[src/rtl/uart_pkg.sv]
// Shared encodings, FIFO entry layout and config helpers for the extended UART receiver.
package uart_pkg;

  typedef enum logic [1:0] {
    PAR_NONE = 2'd0,
    PAR_ODD  = 2'd1,
    PAR_EVEN = 2'd2
  } parity_t;

  typedef enum logic [1:0] {
    STOP_1   = 2'd0,
    STOP_1P5 = 2'd1,
    STOP_2   = 2'd2
  } stop_t;

  typedef enum logic [2:0] {
    S_IDLE,
    S_START,
    S_DATA,
    S_PARITY,
    S_STOP
  } rx_state_t;

  // Status bits sit directly above the data field of a FIFO entry.
  localparam int unsigned ENT_PERR_OFS = 0;
  localparam int unsigned ENT_FERR_OFS = 1;
  localparam int unsigned ENT_BRK_OFS  = 2;

  function automatic parity_t norm_parity(input logic [1:0] p);
    return (p == 2'd3) ? PAR_NONE : parity_t'(p);
  endfunction

  function automatic stop_t norm_stop(input logic [1:0] s);
    return s[1] ? STOP_2 : stop_t'(s);
  endfunction

  function automatic logic [3:0] clamp_bits(input logic [3:0] b, input logic [3:0] max_bits);
    if (b < 4'd5) return 4'd5;
    if (b > max_bits) return max_bits;
    return b;
  endfunction

endpackage

[src/rtl/dsync.sv]
// Two-flop synchroniser for a single asynchronous bit.
module dsync #(
  parameter logic RST_VAL = 1'b0
) (
  input  logic clk,
  input  logic rst,
  input  logic d,
  output logic q
);
  logic meta;

  always_ff @(posedge clk) begin
    if (rst) begin
      meta <= RST_VAL;
      q    <= RST_VAL;
    end else begin
      meta <= d;
      q    <= meta;
    end
  end
endmodule

[src/rtl/majority3.sv]
// Three-input majority vote.
module majority3 (
  input  logic a,
  input  logic b,
  input  logic c,
  output logic y
);
  assign y = (a & b) | (a & c) | (b & c);
endmodule

[src/rtl/uart_sync_fifo.sv]
// Synchronous FIFO; a push while full is dropped unless a pop frees a slot the same cycle.
module uart_sync_fifo #(
  parameter int unsigned WIDTH = 12,
  parameter int unsigned DEPTH = 8
) (
  input  logic                     clk,
  input  logic                     rst,
  input  logic                     push,
  input  logic [WIDTH-1:0]         wdata,
  input  logic                     pop,
  output logic [WIDTH-1:0]         rdata,
  output logic                     empty,
  output logic [$clog2(DEPTH):0]   level,
  output logic                     overrun
);
  localparam int unsigned AW = $clog2(DEPTH);

  logic [WIDTH-1:0] mem [DEPTH];
  logic [AW-1:0]    wr_ptr, rd_ptr;
  logic             full, do_push, do_pop;

  assign empty   = (level == '0);
  assign full    = (level == (AW+1)'(DEPTH));
  assign do_pop  = pop && !empty;
  assign do_push = push && (!full || do_pop);
  // Head is masked while empty so stale storage never reaches the outputs.
  assign rdata   = empty ? '0 : mem[rd_ptr];

  always_ff @(posedge clk) begin
    if (do_push) mem[wr_ptr] <= wdata;
  end

  always_ff @(posedge clk) begin
    if (rst) begin
      wr_ptr  <= '0;
      rd_ptr  <= '0;
      level   <= '0;
      overrun <= 1'b0;
    end else begin
      overrun <= push && !do_push;
      if (do_push) wr_ptr <= wr_ptr + 1'b1;
      if (do_pop)  rd_ptr <= rd_ptr + 1'b1;
      case ({do_push, do_pop})
        2'b10:   level <= level + 1'b1;
        2'b01:   level <= level - 1'b1;
        default: level <= level;
      endcase
    end
  end
endmodule

[src/rtl/uart_rx_ext.sv]
// UART receiver with runtime frame format, parity/framing/break status and an RX FIFO.
module uart_rx_ext
  import uart_pkg::*;
#(
  parameter int unsigned MAX_WIDTH   = 9,
  parameter int unsigned SAMPLE_RATE = 16,
  parameter int unsigned DEPTH       = 8
) (
  input  logic                     clk,
  input  logic                     rst,
  input  logic                     uart_rx,
  input  logic [15:0]              clk_div,
  input  logic [3:0]               cfg_data_bits,
  input  logic [1:0]               cfg_parity,
  input  logic [1:0]               cfg_stop_bits,
  output logic [MAX_WIDTH-1:0]     rx_data,
  output logic                     rx_parity_err,
  output logic                     rx_frame_err,
  output logic                     rx_break,
  output logic                     rx_valid,
  input  logic                     rx_ready,
  output logic [$clog2(DEPTH):0]   rx_level,
  output logic                     overrun,
  output logic                     rx_busy
);
  localparam int unsigned TW   = $clog2(SAMPLE_RATE) + 1;
  localparam int unsigned EW   = MAX_WIDTH + 3;
  localparam logic [TW-1:0] HALF = TW'(SAMPLE_RATE / 2);
  localparam logic [TW-1:0] FULL = TW'(SAMPLE_RATE);

  logic [15:0] div_cnt;
  logic        tick;

  assign tick = (div_cnt == clk_div);

  always_ff @(posedge clk) begin
    if (rst) div_cnt <= '0;
    else     div_cnt <= tick ? '0 : div_cnt + 16'd1;
  end

  logic       rx_sync, filt;
  logic [2:0] hist;

  dsync #(.RST_VAL(1'b1)) u_sync (.clk(clk), .rst(rst), .d(uart_rx), .q(rx_sync));

  always_ff @(posedge clk) begin
    if (rst) hist <= '1;
    else     hist <= {hist[1:0], rx_sync};
  end

  majority3 u_maj (.a(hist[0]), .b(hist[1]), .c(hist[2]), .y(filt));

  rx_state_t            state_q, state_d;
  logic [TW-1:0]        tcnt_q, tcnt_d, tcnt_inc, stop_target;
  logic [3:0]           bcnt_q, bcnt_d, nbits_q, nbits_d;
  logic [MAX_WIDTH-1:0] data_q, data_d;
  parity_t              par_q, par_d;
  stop_t                stop_q, stop_d;
  logic par_acc_q, par_acc_d, par_bit_q, par_bit_d, perr_q, perr_d;
  logic ferr_q, ferr_d, brk_q, brk_d, stop_ph_q, stop_ph_d, brk_wait_q, brk_wait_d;
  logic push;

  assign tcnt_inc    = tcnt_q + 1'b1;
  assign stop_target = (stop_ph_q && stop_q == STOP_1P5) ? HALF : FULL;

  always_comb begin
    state_d    = state_q;
    tcnt_d     = tcnt_q;
    bcnt_d     = bcnt_q;
    nbits_d    = nbits_q;
    data_d     = data_q;
    par_d      = par_q;
    stop_d     = stop_q;
    par_acc_d  = par_acc_q;
    par_bit_d  = par_bit_q;
    perr_d     = perr_q;
    ferr_d     = ferr_q;
    brk_d      = brk_q;
    stop_ph_d  = stop_ph_q;
    brk_wait_d = brk_wait_q;
    push       = 1'b0;
    case (state_q)
      S_IDLE: begin
        if (brk_wait_q) begin
          if (filt) brk_wait_d = 1'b0;
        end else if (!filt) begin
          state_d   = S_START;
          tcnt_d    = '0;
          bcnt_d    = '0;
          data_d    = '0;
          par_acc_d = 1'b0;
          par_bit_d = 1'b0;
          perr_d    = 1'b0;
          ferr_d    = 1'b0;
          brk_d     = 1'b0;
          stop_ph_d = 1'b0;
          nbits_d   = clamp_bits(cfg_data_bits, 4'(MAX_WIDTH));
          par_d     = norm_parity(cfg_parity);
          stop_d    = norm_stop(cfg_stop_bits);
        end
      end
      S_START: begin
        if (filt) state_d = S_IDLE;
        else if (tick) begin
          if (tcnt_inc == HALF) begin
            state_d = S_DATA;
            tcnt_d  = '0;
          end else tcnt_d = tcnt_inc;
        end
      end
      S_DATA: begin
        if (tick) begin
          if (tcnt_inc == FULL) begin
            tcnt_d    = '0;
            data_d    = data_q | (MAX_WIDTH'(filt) << bcnt_q);
            par_acc_d = par_acc_q ^ filt;
            if (bcnt_q == nbits_q - 4'd1) state_d = (par_q == PAR_NONE) ? S_STOP : S_PARITY;
            else bcnt_d = bcnt_q + 4'd1;
          end else tcnt_d = tcnt_inc;
        end
      end
      S_PARITY: begin
        if (tick) begin
          if (tcnt_inc == FULL) begin
            tcnt_d    = '0;
            par_bit_d = filt;
            perr_d    = par_acc_q ^ filt ^ (par_q == PAR_ODD);
            state_d   = S_STOP;
          end else tcnt_d = tcnt_inc;
        end
      end
      S_STOP: begin
        // Phase 0 checks the first stop bit; phase 1 is the 2nd bit or the extra half bit.
        if (tick) begin
          if (tcnt_inc == stop_target) begin
            tcnt_d = '0;
            if (!stop_ph_q) begin
              ferr_d = !filt;
              brk_d  = (data_q == '0) && !par_bit_q && !filt;
              if (stop_q == STOP_1) push = 1'b1;
              else stop_ph_d = 1'b1;
            end else begin
              if (stop_q == STOP_2) ferr_d = ferr_q | !filt;
              push = 1'b1;
            end
          end else tcnt_d = tcnt_inc;
        end
      end
      default: state_d = S_IDLE;
    endcase
    if (push) begin
      state_d    = S_IDLE;
      brk_wait_d = brk_d;
    end
  end

  always_ff @(posedge clk) begin
    if (rst) begin
      state_q    <= S_IDLE;
      tcnt_q     <= '0;
      bcnt_q     <= '0;
      nbits_q    <= '0;
      data_q     <= '0;
      par_q      <= PAR_NONE;
      stop_q     <= STOP_1;
      par_acc_q  <= 1'b0;
      par_bit_q  <= 1'b0;
      perr_q     <= 1'b0;
      ferr_q     <= 1'b0;
      brk_q      <= 1'b0;
      stop_ph_q  <= 1'b0;
      brk_wait_q <= 1'b0;
    end else begin
      state_q    <= state_d;
      tcnt_q     <= tcnt_d;
      bcnt_q     <= bcnt_d;
      nbits_q    <= nbits_d;
      data_q     <= data_d;
      par_q      <= par_d;
      stop_q     <= stop_d;
      par_acc_q  <= par_acc_d;
      par_bit_q  <= par_bit_d;
      perr_q     <= perr_d;
      ferr_q     <= ferr_d;
      brk_q      <= brk_d;
      stop_ph_q  <= stop_ph_d;
      brk_wait_q <= brk_wait_d;
    end
  end

  logic [EW-1:0] entry, head;
  logic          fifo_empty;

  assign entry = {brk_d, ferr_d, perr_q, data_q};

  uart_sync_fifo #(.WIDTH(EW), .DEPTH(DEPTH)) u_fifo (
    .clk     (clk),
    .rst     (rst),
    .push    (push),
    .wdata   (entry),
    .pop     (rx_ready),
    .rdata   (head),
    .empty   (fifo_empty),
    .level   (rx_level),
    .overrun (overrun)
  );

  assign rx_valid      = !fifo_empty;
  assign rx_data       = head[MAX_WIDTH-1:0];
  assign rx_parity_err = head[MAX_WIDTH + ENT_PERR_OFS];
  assign rx_frame_err  = head[MAX_WIDTH + ENT_FERR_OFS];
  assign rx_break      = head[MAX_WIDTH + ENT_BRK_OFS];
  assign rx_busy       = (state_q != S_IDLE);
endmodule

[config.mk]
export PLATFORM = sky130hd
export DESIGN_NAME = uart_rx_ext
export DESIGN_NICKNAME = d
export VERILOG_FILES = /design/src/rtl/uart_pkg.sv /design/src/rtl/dsync.sv /design/src/rtl/majority3.sv /design/src/rtl/uart_sync_fifo.sv /design/src/rtl/uart_rx_ext.sv
export SDC_FILE = /design/constraint.sdc
export NUM_CORES = 1
export LEC_CHECK = 0
export ABC_AREA = 1
export BUFFER_PORTS_ARGS = -buffer_cell sky130_fd_sc_hd__buf_2
export CORE_MARGIN = 2
export CORE_UTILIZATION = 41
export DETAILED_ROUTE_END_ITERATION = 10
export PLACE_DENSITY_LB_ADDON = 0.3
export SYNTH_ARGS = -nofsm -noshare
export SYNTH_HDL_FRONTEND = slang
export SYNTH_SLANG_ARGS = --single-unit
[constraint.sdc]
create_clock -name clk -period 2.66 [get_ports clk]
set_input_delay 0.266 -clock clk [delete_from_list [all_inputs] [get_ports clk]]
set_output_delay 0.266 -clock clk [all_outputs]
set_load 0.02 [all_outputs]
==> metrics.md, run 1 <==
| Metric | Value |
|---|---|
| Status | `finished clean` |
| Cells after DPL | `1175` |
| Core area | `18600 sq um` |
| CTS tree | `yes` |
| Non-Filler Instances | `1213` |
| Switching power | `2800 uW` |
| Leakage | `0.00365 uW` |
| Slowest cell on crit path | `dfxtp_2` |
| Final period util | `0.957` |
| Gr ovfl total | `0` |
| Gr usage total | `0.174` |
| Post-Layout Inst Area | `9110 sq um` |
| Synth Area per Inst | `8.67 sq um` |
| Final-report max-slew violation count | `0` |
| Via count | `6062` |
| CP arrival | `2.87 ns` |
| Area contributors post-synth | `edfxtp_1 37%, dfxtp_1 18%, nor2_1 8.1%` |
| Port bufs | `46` |
| Sink Count | `167` |
| Worst VDD drop | `0.553 mV` |
| Pin count of the biggest net entering global routing | `49` |
| Boundary Pins | `47` |
| Row cnt | `50` |
| Buf/Inv on CP | `2` |
| DRT Pass-1 Iters | `4` |
| Die X | `142 um` |
| Layout cells sized above 1 | `0.170` |
| DRC violation count after routing | `0` |
| Most frequent cells after synthesis | `167 x nor2_1, 136 x nand2_1, 96 x edfxtp_1, 96 x inv_1, 73 x o21ai_0` |
| Synth Cell Area | `7770 sq um` |
| Share of the synthesized area in the top cell type | `0.371` |
| CP required | `2.99 ns` |
| 1st-iter DRT viols | `354` |
| Post-Syn Nets | `934` |
| Synth warn | `0` |
| Hold Path Class | `in2reg` |
| Minimum clock period | `2.54 ns` |
| Initial antenna violation count | `0` |
| Crit path launch type | `flip-flop` |
| Largest stage delay, worst path | `0.35 ns` |
| Top Family by Delay on Critical Path | `simple AND/OR/NAND/NOR gates` |
| FF+latch count, synth | `167` |
| Total wire length | `16.9 mm` |
| Vias in the first global route | `5630` |
| Max_slew headroom | `0.608` |
| Post-DP HPWL | `11.4 mm` |
| Clock Power Share | `0.309` |
| Pwr dens | `860 nW/um^2` |
| Root buffer cell | `clkbuf_16` |
| H-tree level count | `4` |
| First-pass GRT wire length | `27.5 mm` |
| Seq pwr share | `0.376` |
| Nets@finish | `1004` |
| CP Cell Sequence | `ha_4 > nand4_1 > nand3_1 > nand2_2 > nor2_4 > nand2_4 > nor2_8 > nand2_4 > nor2_8 > inv_4 > ha_4 > nor2_1 > nor2_4 > ha_2 > a21oi_1 > xor2_1 > o21ai_1 > inv_1` |
| # diodes | `0` |
| WS Path Type | `reg2reg` |
| Combinational fraction of design power | `0.316` |
| Count of cell types in the netlist | `40` |
| Ys async rst share | `0` |
| Gate Count Post-Synth | `896` |
| Post-synth EDFFs | `96` |
| Setup Viol. Count Final | `0` |
| Reg clk slew, reported paths | `0.06 ns` |
| Area grow syn2layout | `17.3%` |
| Post-synth top area cell | `edfxtp_1` |
| Post-route clock skew | `0.00684 ns` |
| Pint | `5040 uW` |
| # Max-Cap Violations | `0` |
| Full die area | `20100 sq um` |
| Vias/cell | `5.00` |
| DRT antenna net count | `0` |
| Sw Share | `0.358` |
| Final Wtd Congestion | `0.887` |
| Sequential-to-total area share from yosys stat | `0.554` |
| Slew @ Worst Pin | `0.586 ns` |
| Max Freq | `393 MHz` |
| RSZ-0062 raised after global routing | `true` |
| CTS Buf Count | `17` |
| Initial Util | `0.417` |
| Wire per inst | `14.0 um` |
| CP Max Fanout | `5` |
| Dominant synthesized flop cell | `edfxtp_1` |
| Final hold violation count | `0` |
| Count leader, synth | `nor2_1` |
| Die height | `142 um` |
| Crit. End Element | `flip-flop` |
| Clock tree buffer depth | `2` |
| Worst skew pair latency | `0.43 ns` |
| DP Area | `8430 sq um` |
==> worst register-to-register path: stages, from the launching register on <==
cell and delay [ns]:
dfxtp_2 0.35, ha_4 0.15, nand4_1 0.18, nand3_1 0.17
nand2_2 0.08, nor2_4 0.12, nand2_4 0.09, nor2_8 0.13
nand2_4 0.08, nor2_8 0.10, inv_4 0.05, ha_4 0.17
nor2_1 0.17, nor2_4 0.05, ha_2 0.16, a21oi_1 0.14
xor2_1 0.09, o21ai_1 0.14, inv_1 0.05
==> timing repair <==
item                                    4_1_cts  5_1_grt
endpoints found under the hold margin         1        0
buffers inserted                              0        5
resized for setup                             0       19
endpoints found under the setup margin        0        3
hold buffers                                  1        0
==> area by class of cell <==
| type | count | area, sq um |
|---|---|---|
| clock buffers | 20 | 437 |
| clock inverters | 12 | 140 |
| fillers | 1766 | 9530 |
| inverters | 108 | 408 |
| multi-input cells | 595 | 3050 |
| flip-flops and latches | 167 | 4310 |
| well taps | 234 | 293 |
| repair buffers | 77 | 478 |
==> state kept, by name (all words and copies together), names as in the netlist, named ones only <==
name,cells
u_fifo.mem,96
div_cnt,16
data_q,9
tcnt_q,5
bcnt_q,4
nbits_q,4
u_fifo.level,4
hist,3
state_q,3
u_fifo.rd_ptr,3
u_fifo.wr_ptr,3
par_q,2
stop_q,2
brk_q,1
brk_wait_q,1
ferr_q,1
par_acc_q,1
par_bit_q,1
perr_q,1
stop_ph_q,1
u_fifo.overrun,1
u_sync.meta,1
u_sync.q,1
==> layer usage <==
layer,global-route usage,vias up,part of all wire
met2,0.292,127,0.48
met5,0,-,0
met4,0.0511,0,0.011
met3,0.0432,18,0.048
met1,0.225,2779,0.46
li1,-,3138,-
==> logic make-up after synthesis <==
group,share of synthesized area
simple gates,0.240
flops,0.554
compound gates,0.110
buf+inv,0.0654
xor+xnor,0.0147
fa+ha+maj,0.0161
==> placed cells by master, fill, tap and decap left out, drive strengths merged <==
| cell type | n |
|---|---|
| or2 | 7 |
| a31o | 1 |
| o211ai | 1 |
| clkbuf | 20 |
| xnor2 | 2 |
| dfxtp | 71 |
| nor2 | 176 |
| nor4 | 2 |
| o21a | 2 |
| o21ai | 78 |
| a21oi | 36 |
| nand3b | 1 |
| dlygate4sd3 | 1 |
| nor3b | 3 |
| nand3 | 48 |
| inv | 114 |
| bufinv | 2 |
| o41ai | 1 |
| a31oi | 17 |
| clkinv | 2 |
| nand4 | 17 |
| ha | 10 |
| clkinvlp | 2 |
| a211oi | 2 |
| edfxtp | 96 |
| nor3 | 19 |
| o22ai | 13 |
| xor2 | 11 |
| nand2 | 145 |
| o21bai | 2 |
| buf | 76 |
| o31ai | 1 |
==> power by group through the flow <==
stage	clock network (uW)	logic (uW)	registers, uW
after floorplan	0	1680	3000
after global placement	0	2420	2990
after detailed placement	0	2440	2990
after CTS	2480	2450	2940
after global routing	2570	2760	2960
final	2420	2470	2940
==> worst paths after layout <==
kind | from | endpoint | slack (ns) | depth (start not counted)
setup / recovery | tcnt_q[1] | u_fifo.level[2] | 0.12 | 18
hold reg to reg | u_sync.q | hist[0] | 0.41 | 1
hold / removal | cfg_parity[0] | par_q[1] | 0.05 | 2
setup reg to reg | tcnt_q[1] | u_fifo.level[2] | 0.12 | 18
==> metrics by stage <==
step / hold WS (ns) / setup TNS [ns] / worst slack (ns) / util / power (uW)
floorplan: 0.365 / -13.61 / -0.163 / - / 4670
global placement: 0.397 / 0 / 0.0742 / 0.452 / 5410
detailed placement: 0.396 / 0 / 0.0173 / 0.452 / 5430
CTS: 0.0389 / 0 / 0.00355 / 0.484 / 7860
global route: 0.0470 / -0.139 / -0.0940 / 0.489 / 8290
finish: 0.0514 / 0 / 0.115 / 0.489 / 7840
Power figures use the tool's default switching activity.
==> run 2, diff against run 1 <==
Settings changed: PLACE_DENSITY set to 0.59, PLACE_DENSITY_LB_ADDON 0.3 to unset.
==> metrics.md, run 2 (synthesis results as in run 1) <==
| Metric | Value |
|---|---|
| WS Path Type | `reg2reg` |
| Area grow syn2layout | `18.0%` |
| Row cnt | `50 (unchanged)` |
| Crit path launch | `tcnt_q[0]` |
| Hold Path Class | `in2reg` |
| Gr ovfl total | `0 (unchanged)` |
| Biggest regs | `u_fifo.mem (96), div_cnt (16), data_q (9)` |
| CP Max Fanout | `4 (-1)` |
| Die height | `142 um (unchanged)` |
| CTS tree | `yes` |
| Sink Count | `167 (unchanged)` |
| Clock Power Share | `0.315 (+0.006)` |
| Initial Util | `0.417 (unchanged)` |
| Vias in the first global route | `5580 (-0.89%)` |
| Worst VDD drop | `0.494 mV (-11%)` |
| RSZ-0062 raised after global routing | `true` |
| Total wire length | `16.9 mm (about the same)` |
| FILL cells | `1772 (+0.34%)` |
| R2R Setup Slk | `0.18 ns (+0.07 ns)` |
| First-pass GRT wire length | `28.0 mm (+1.7%)` |
| Slew @ Worst Pin | `0.603 ns (+0.0173 ns)` |
| CP required | `2.98 ns (about the same)` |
| Minimum clock period | `2.48 ns (-0.0661 ns)` |
| Boundary Pins | `47 (unchanged)` |
| DRT antenna net count | `0 (unchanged)` |
| CP arrival | `2.80 ns (-0.07 ns)` |
| Initial antenna violation count | `0 (unchanged)` |
| Port bufs | `46 (unchanged)` |
| Commonest non-fill, non-tap cell in the layout | `nor2_1` |
| Layout cells sized above 1 | `0.180 (+0.0107)` |
| Post-DP HPWL | `11.3 mm (-0.62%)` |
| Full die area | `20100 sq um (unchanged)` |
| Pin count of the biggest net entering global routing | `49 (unchanged)` |
| Final hold violation count | `0 (unchanged)` |
| Post-route clock skew | `0.00702 ns (+0.000187 ns)` |
| Root buffer cell | `clkbuf_16` |
| 1st-iter DRT viols | `280 (-21%)` |
| Pint | `5070 uW (+0.71%)` |
| Final worst slack | `0.181 ns (+0.0661 ns)` |
| Combinational fraction of design power | `0.307 (-0.009)` |
| Wire per inst | `13.9 um (-0.19%)` |
| DRT Pass-1 Iters | `4 (unchanged)` |
| Place WS | `0.0148 ns (-0.00249 ns)` |
| Crit path launch type | `flip-flop` |
| Max_slew headroom | `0.597 (-0.0110)` |
| Setup Viol. Count Final | `0 (unchanged)` |
| Via count | `5992 (-1.2%)` |
| Reg clk slew, reported paths | `0.06 ns (about the same)` |
| Final period util | `0.932 (-0.0248)` |
| Sw Share | `0.357 (-0.000578)` |
| Setup TNS | `0 ns (unchanged)` |
| Pwr dens | `860 nW/um^2 (about the same)` |
| RR Startpoint | `tcnt_q[0]` |
| DRC violation count after routing | `0 (unchanged)` |
| Status | `finished clean` |
| Largest register by flop count | `u_fifo.mem` |
| Leakage | `0.00368 uW (+0.74%)` |
| # Max-Cap Violations | `0 (unchanged)` |
| Final-report max-slew violation count | `0 (unchanged)` |
| Vias/cell | `4.93 (-1.4%)` |
| Commonest non-fill, non-tap cells in the layout | `165 x nor2_1, 135 x nand2_1, 96 x edfxtp_1, 95 x inv_1, 71 x o21ai_0` |
| H-tree level count | `4 (unchanged)` |
| CTS Buf Count | `17 (unchanged)` |
| Switching power | `2820 uW (+0.45%)` |
| Max reg flops | `96 (unchanged)` |
| Crit. End Element | `flip-flop` |
| Seq pwr share | `0.378 (+0.002)` |
| Max Freq | `403 MHz (+2.7%)` |
| Clock tree buffer depth | `2 (unchanged)` |
| Die X | `142 um (unchanged)` |
| Nets@finish | `1007 (+0.30%)` |
| Final Wtd Congestion | `0.881 (-0.72%)` |
| Worst skew pair latency | `0.42 ns (about the same)` |
| Gr usage total | `0.180 (+0.00551)` |
| Worst Hold Launch | `uart_rx` |
| Core area | `18600 sq um (unchanged)` |
| # diodes | `0 (unchanged)` |
| Hold slack | `0.0283 ns (-0.0231 ns)` |
run 2: changes by cell type in the layout (fill, tap and decap cells not counted), sizes merged:
cell	previous run	this run
buf	76	80
inv	114	113
clkinv	2	5
clkbuf	20	19
dlygate4sd3	1	0
clkinvlp	2	1
run 2: path summary, 6_finish.rpt:
path	endpoint	cells past startpoint
worst max-delay path	u_fifo.level[2]	20
worst min-delay path	u_sync.meta	2
worst max register to register	u_fifo.level[2]	20
worst min register to register	hist[0]	1
run 2: power groups by stage:
stage	registers [uW]	logic, uW	clock network [uW]
global route	3000	2730	2640
finish	2980	2420	2490
detailed placement	3030	2390	0
CTS	2970	2410	2540
floorplan	3000	1680	0
global placement	3030	2370	0
run 2: what timing repair did:
action | 4_1_cts | 5_1_grt
hold buffers | 0 | 0
pin swaps | 1 | 7
cloned | 0 | 0
buffers inserted | 0 | 4
setup endpoints to repair | 2 | 11
resized for setup | 3 | 17
run 2: layer usage:
metal	global-route usage	vias up	wire [um]
met4	0.0526	0	152
met5	0	-	0
met1	0.228	2754	7850
li1	-	3143	-
met2	0.306	85	8230
met3	0.0452	10	709
run 2: worst max-delay path: stages, from the launching register on:
cell,delay (ns)
dfxtp_2,0.33
ha_4,0.16
inv_1,0.05
nand2_1,0.05
nand2_2,0.08
nand3_2,0.09
o21ai_2,0.20
nand2_4,0.09
nor2_8,0.11
nand2_4,0.08
nor2_8,0.09
inv_2,0.06
ha_4,0.17
nand2_1,0.07
inv_1,0.06
nor2_2,0.10
ha_2,0.18
a21oi_2,0.04
xor2_1,0.17
o21ai_1,0.14
inv_1,0.04
run 2: layout make-up:
| cell class | count | area (sq um) | area share |
|---|---|---|---|
| well taps | 234 | 293 | 0.0319 |
| inverters | 108 | 405 | 0.0442 |
| flip-flops and latches | 167 | 4310 | 0.470 |
| clock inverters | 13 | 164 | 0.0179 |
| clock buffers | 19 | 443 | 0.0483 |
| repair buffers | 80 | 498 | 0.0543 |
| multi-input cells | 595 | 3050 | 0.333 |
run 2: metrics by stage:
step	instance area (sq um)	utilization	instances	power [uW]
after floorplan	7770	-	896	4670
after global placement	8470	0.454	1180	5400
after detailed placement	8470	0.454	1180	5410
after CTS	9080	0.487	1212	7920
after global routing	9170	0.492	1216	8370
final	9170	0.492	1216	7890
==> run 3, diff against run 2 <==
Settings changed: MAX_ROUTING_LAYER set to met4, PLACE_DENSITY 0.59 to 0.63, SYNTH_HIERARCHICAL set to 1.
==> metrics.md, run 3 <==
| Metric | Value |
|---|---|
| FILL cells | `1891 (+6.7%)` |
| WHS Path Cells | `3 (+1)` |
| Reg clk slew, reported paths | `0.07 ns (about the same)` |
| Hold Path Class | `in2reg` |
| R2R Setup Slk | `0.23 ns (+0.05 ns)` |
| Vias/cell | `4.82 (-2.2%)` |
| Crit. End Element | `flip-flop` |
| Initial Util | `0.414 (-0.00274)` |
| Vias in the first global route | `5735 (+2.8%)` |
| Share of the synthesized area in the top cell type | `0.361 (-0.00972)` |
| Row cnt | `51 (+2.0%)` |
| Initial antenna violation count | `0 (unchanged)` |
| CTS Buf Count | `17 (unchanged)` |
| Die X | `144 um (+1.3%)` |
| Minimum clock period | `2.43 ns (-0.0515 ns)` |
| Most used routing layer | `met2` |
| Port bufs | `46 (unchanged)` |
| WS Path Type | `reg2reg` |
| Reg2reg end | `u_fifo/mem[4][3]` |
| Max reg flops | `96 (unchanged)` |
| Largest register by flop count | `u_fifo/mem` |
| Crit path launch type | `flip-flop` |
| Count of cell types in the netlist | `45 (+13%)` |
| Post-Layout Inst Area | `9170 sq um (about the same)` |
| Full die area | `20600 sq um (+2.6%)` |
| Worst skew pair latency | `0.43 ns (about the same)` |
| 1st-iter DRT viols | `288 (+2.9%)` |
| Gr ovfl total | `0 (unchanged)` |
| Hold EP | `u_sync/meta` |
| Final-report max-slew violation count | `0 (unchanged)` |
| Commonest non-fill, non-tap cells in the layout | `161 x nand2_1, 160 x nor2_1, 96 x edfxtp_1, 94 x inv_1, 70 x dfxtp_1` |
| Via count | `6058 (+1.1%)` |
| CTS tree | `yes` |
| DP Area | `8570 sq um (+1.2%)` |
| Gr usage total | `0.175 (-0.00451)` |
| Post-Syn Nets | `954 (+2.1%)` |
| Wire per inst | `13.1 um (-5.7%)` |
| Setup Viol. Count Final | `0 (unchanged)` |
| Worst reg2reg path depth | `14 (-30%)` |
| # Max-Cap Violations | `0 (unchanged)` |
| Nets@finish | `1017 (+0.99%)` |
| CP arrival | `2.56 ns (-0.24 ns)` |
| Dominant synthesized flop cell | `edfxtp_1` |
| Count leader, synth | `nor2_1` |
| Post-layout util | `0.476 (-0.0161)` |
| First-pass GRT wire length | `27.5 mm (-1.7%)` |
| Cells after DPL | `1225 (+3.8%)` |
| Worst VDD drop | `0.528 mV (+6.8%)` |
| Area occupied by multi-input gates | `3090 sq um (+1.3%)` |
| Final period util | `0.913 (-0.0194)` |
| Post-synth top area cell | `edfxtp_1` |
| Area contributors post-synth | `edfxtp_1 36%, dfxtp_1 18%, nor2_1 7.6%` |
| RSZ-0062 raised after global routing | `false` |
| Area grow syn2layout | `14.9%` |
| Synth Area per Inst | `8.71 sq um (+0.45%)` |
| Max_slew headroom | `0.582 (-0.0155)` |
| Pin count of the biggest net entering global routing | `35 (-29%)` |
| Commonest non-fill, non-tap cell in the layout | `nand2_1` |
| Synth warn | `6 (+6)` |
| Sequential-to-total area share from yosys stat | `0.539 (-0.0145)` |
| Post-route clock skew | `0.0131 ns (+0.00603 ns)` |
| Non-Filler Instances | `1257 (+3.4%)` |
| DRC violation count after routing | `0 (unchanged)` |
| CP Max Fanout | `8 (+4)` |
| RR Startpoint | `tcnt_q[0]` |
| Ys async rst share | `0 (unchanged)` |
| Pwr dens | `909 nW/um^2 (+5.6%)` |
| Die height | `144 um (+1.3%)` |
| GR Util met3 | `0.0377 (-0.00757)` |
| Gate Count Post-Synth | `916 (+2.2%)` |
| Setup TNS | `0 ns (unchanged)` |
| Status | `finished clean` |
| M2 GR Usage | `0.287 (-0.0189)` |
| Slew @ Worst Pin | `0.626 ns (+0.0224 ns)` |
| FF+latch count, synth | `167 (unchanged)` |
| H-tree level count | `4 (unchanged)` |
| Met1 GRT Util | `0.217 (-0.0106)` |
| Max Freq | `412 MHz (+2.1%)` |
| DRT Pass-1 Iters | `4 (unchanged)` |
| Core area | `19300 sq um (+3.4%)` |
| Layout cells sized above 1 | `0.177 (-0.00283)` |
| Worst Hold Launch | `uart_rx` |
| Register area | `4310 sq um (-0.12%)` |
| CP required | `2.79 ns (-0.19 ns)` |
| # diodes | `0 (unchanged)` |
| Root buffer cell | `clkbuf_16` |
| Clock tree buffer depth | `2 (unchanged)` |
| Final hold violation count | `0 (unchanged)` |
| DRT antenna net count | `0 (unchanged)` |
| Hold slack | `0.0275 ns (-0.000830 ns)` |
| Final Wtd Congestion | `0.903 (+2.5%)` |
| Synth Cell Area | `7980 sq um (+2.7%)` |
| Total wire length | `16.5 mm (-2.5%)` |
| Post-synth EDFFs | `96 (unchanged)` |
| Boundary Pins | `47 (unchanged)` |
| Sink Count | `167 (unchanged)` |
| Leakage | `0.00365 uW (-0.76%)` |
| Most frequent cells after synthesis | `162 x nor2_1, 161 x nand2_1, 96 x edfxtp_1` |
| Post-DP HPWL | `11.5 mm (+1.7%)` |
| Biggest regs | `u_fifo/mem (96), div_cnt (16), data_q (9)` |
-- run 3: changes by cell type in the layout (fill, tap and decap cells not counted), sizes merged, moves of 10 or more --
cell / before / now
nand2: 145 / 169
xnor2: 2 / 14
o211ai: 1 / 12
nor3: 19 / 9
nor2: 176 / 186
a31oi: 17 / 2
-- run 3: layout make-up --
| cell class | instances | area share |
|---|---|---|
| inverter | 107 | 0.0442 |
| timing repair buffer | 72 | 0.0491 |
| tap | 265 | 0.0362 |
| sequential | 167 | 0.470 |
| clock buffer | 17 | 0.0464 |
| clock inverter | 15 | 0.0168 |
| multi-input combinational | 614 | 0.338 |
-- run 3: logic make-up (layout without fill, tap and decap cells) --
kind of cell,count (synthesis),in the layout,synth area share
xor+xnor,26,26,0.0285
simple gates,428,428,0.236
fa+ha+maj,10,10,0.0157
flops,167,167,0.539
buf+inv,135,211,0.0746
compound gates,150,150,0.106
-- run 3: metal layers --
layer	routed length, um	share of wire	up-vias
met1	7760	0.47	2785
met4	283	0.017	0
met5	0	0	-
li1	-	-	3154
met2	7870	0.48	94
met3	597	0.036	25
-- run 3: worst max-delay path by stage --
stage | startpoint | end | slack (ns) | cells after the start
floorplan | tcnt_q[0] | u_fifo/mem[0][0] | 0.03 | 12
global placement | div_cnt[10] | u_fifo/level[2] | 0.20 | 20
detailed placement | tcnt_q[0] | u_fifo/level[2] | 0.15 | 19
CTS | tcnt_q[0] | u_fifo/level[2] | 0.14 | 19
global route | tcnt_q[0] | u_fifo/level[2] | 0.03 | 19
finish | tcnt_q[0] | u_fifo/mem[4][3] | 0.23 | 14
-- run 3: power by group --
group | internal [uW] | switching (uW) | total, uW | leakage [uW]
sequential | 2860 | 181 | 3040 | 0.00144
combinational | 990 | 1920 | 2910 | 0.00192
clock | 1260 | 1130 | 2390 | 0.000290
-- run 3: metrics by stage --
step | total power, uW | worst slack, ns
final | 8330 | 0.233
after global routing | 8890 | 0.0291
after CTS | 8410 | 0.144
after detailed placement | 6010 | 0.153
after global placement | 5990 | 0.201
after floorplan | 5260 | 0.0264
-- run 3: timing repair --
action	CTS	global route
endpoints found under the setup margin	0	54
hold buffers	0	0
gates resized for setup	0	7
setup buffers	0	0
-- run 3: critical path: stages, from the launching register on --
cell and delay, ns:
dfxtp_1 0.34, ha_2 0.21, nand3_1 0.08, nand2_1 0.10, nand2_2 0.09, nand2_1 0.08
nand3_2 0.09, nor2_4 0.10, nand3_1 0.11, inv_1 0.11, nand2_2 0.06, buf_4 0.15
or2_4 0.25, nor2_1 0.15, buf_4 0.21
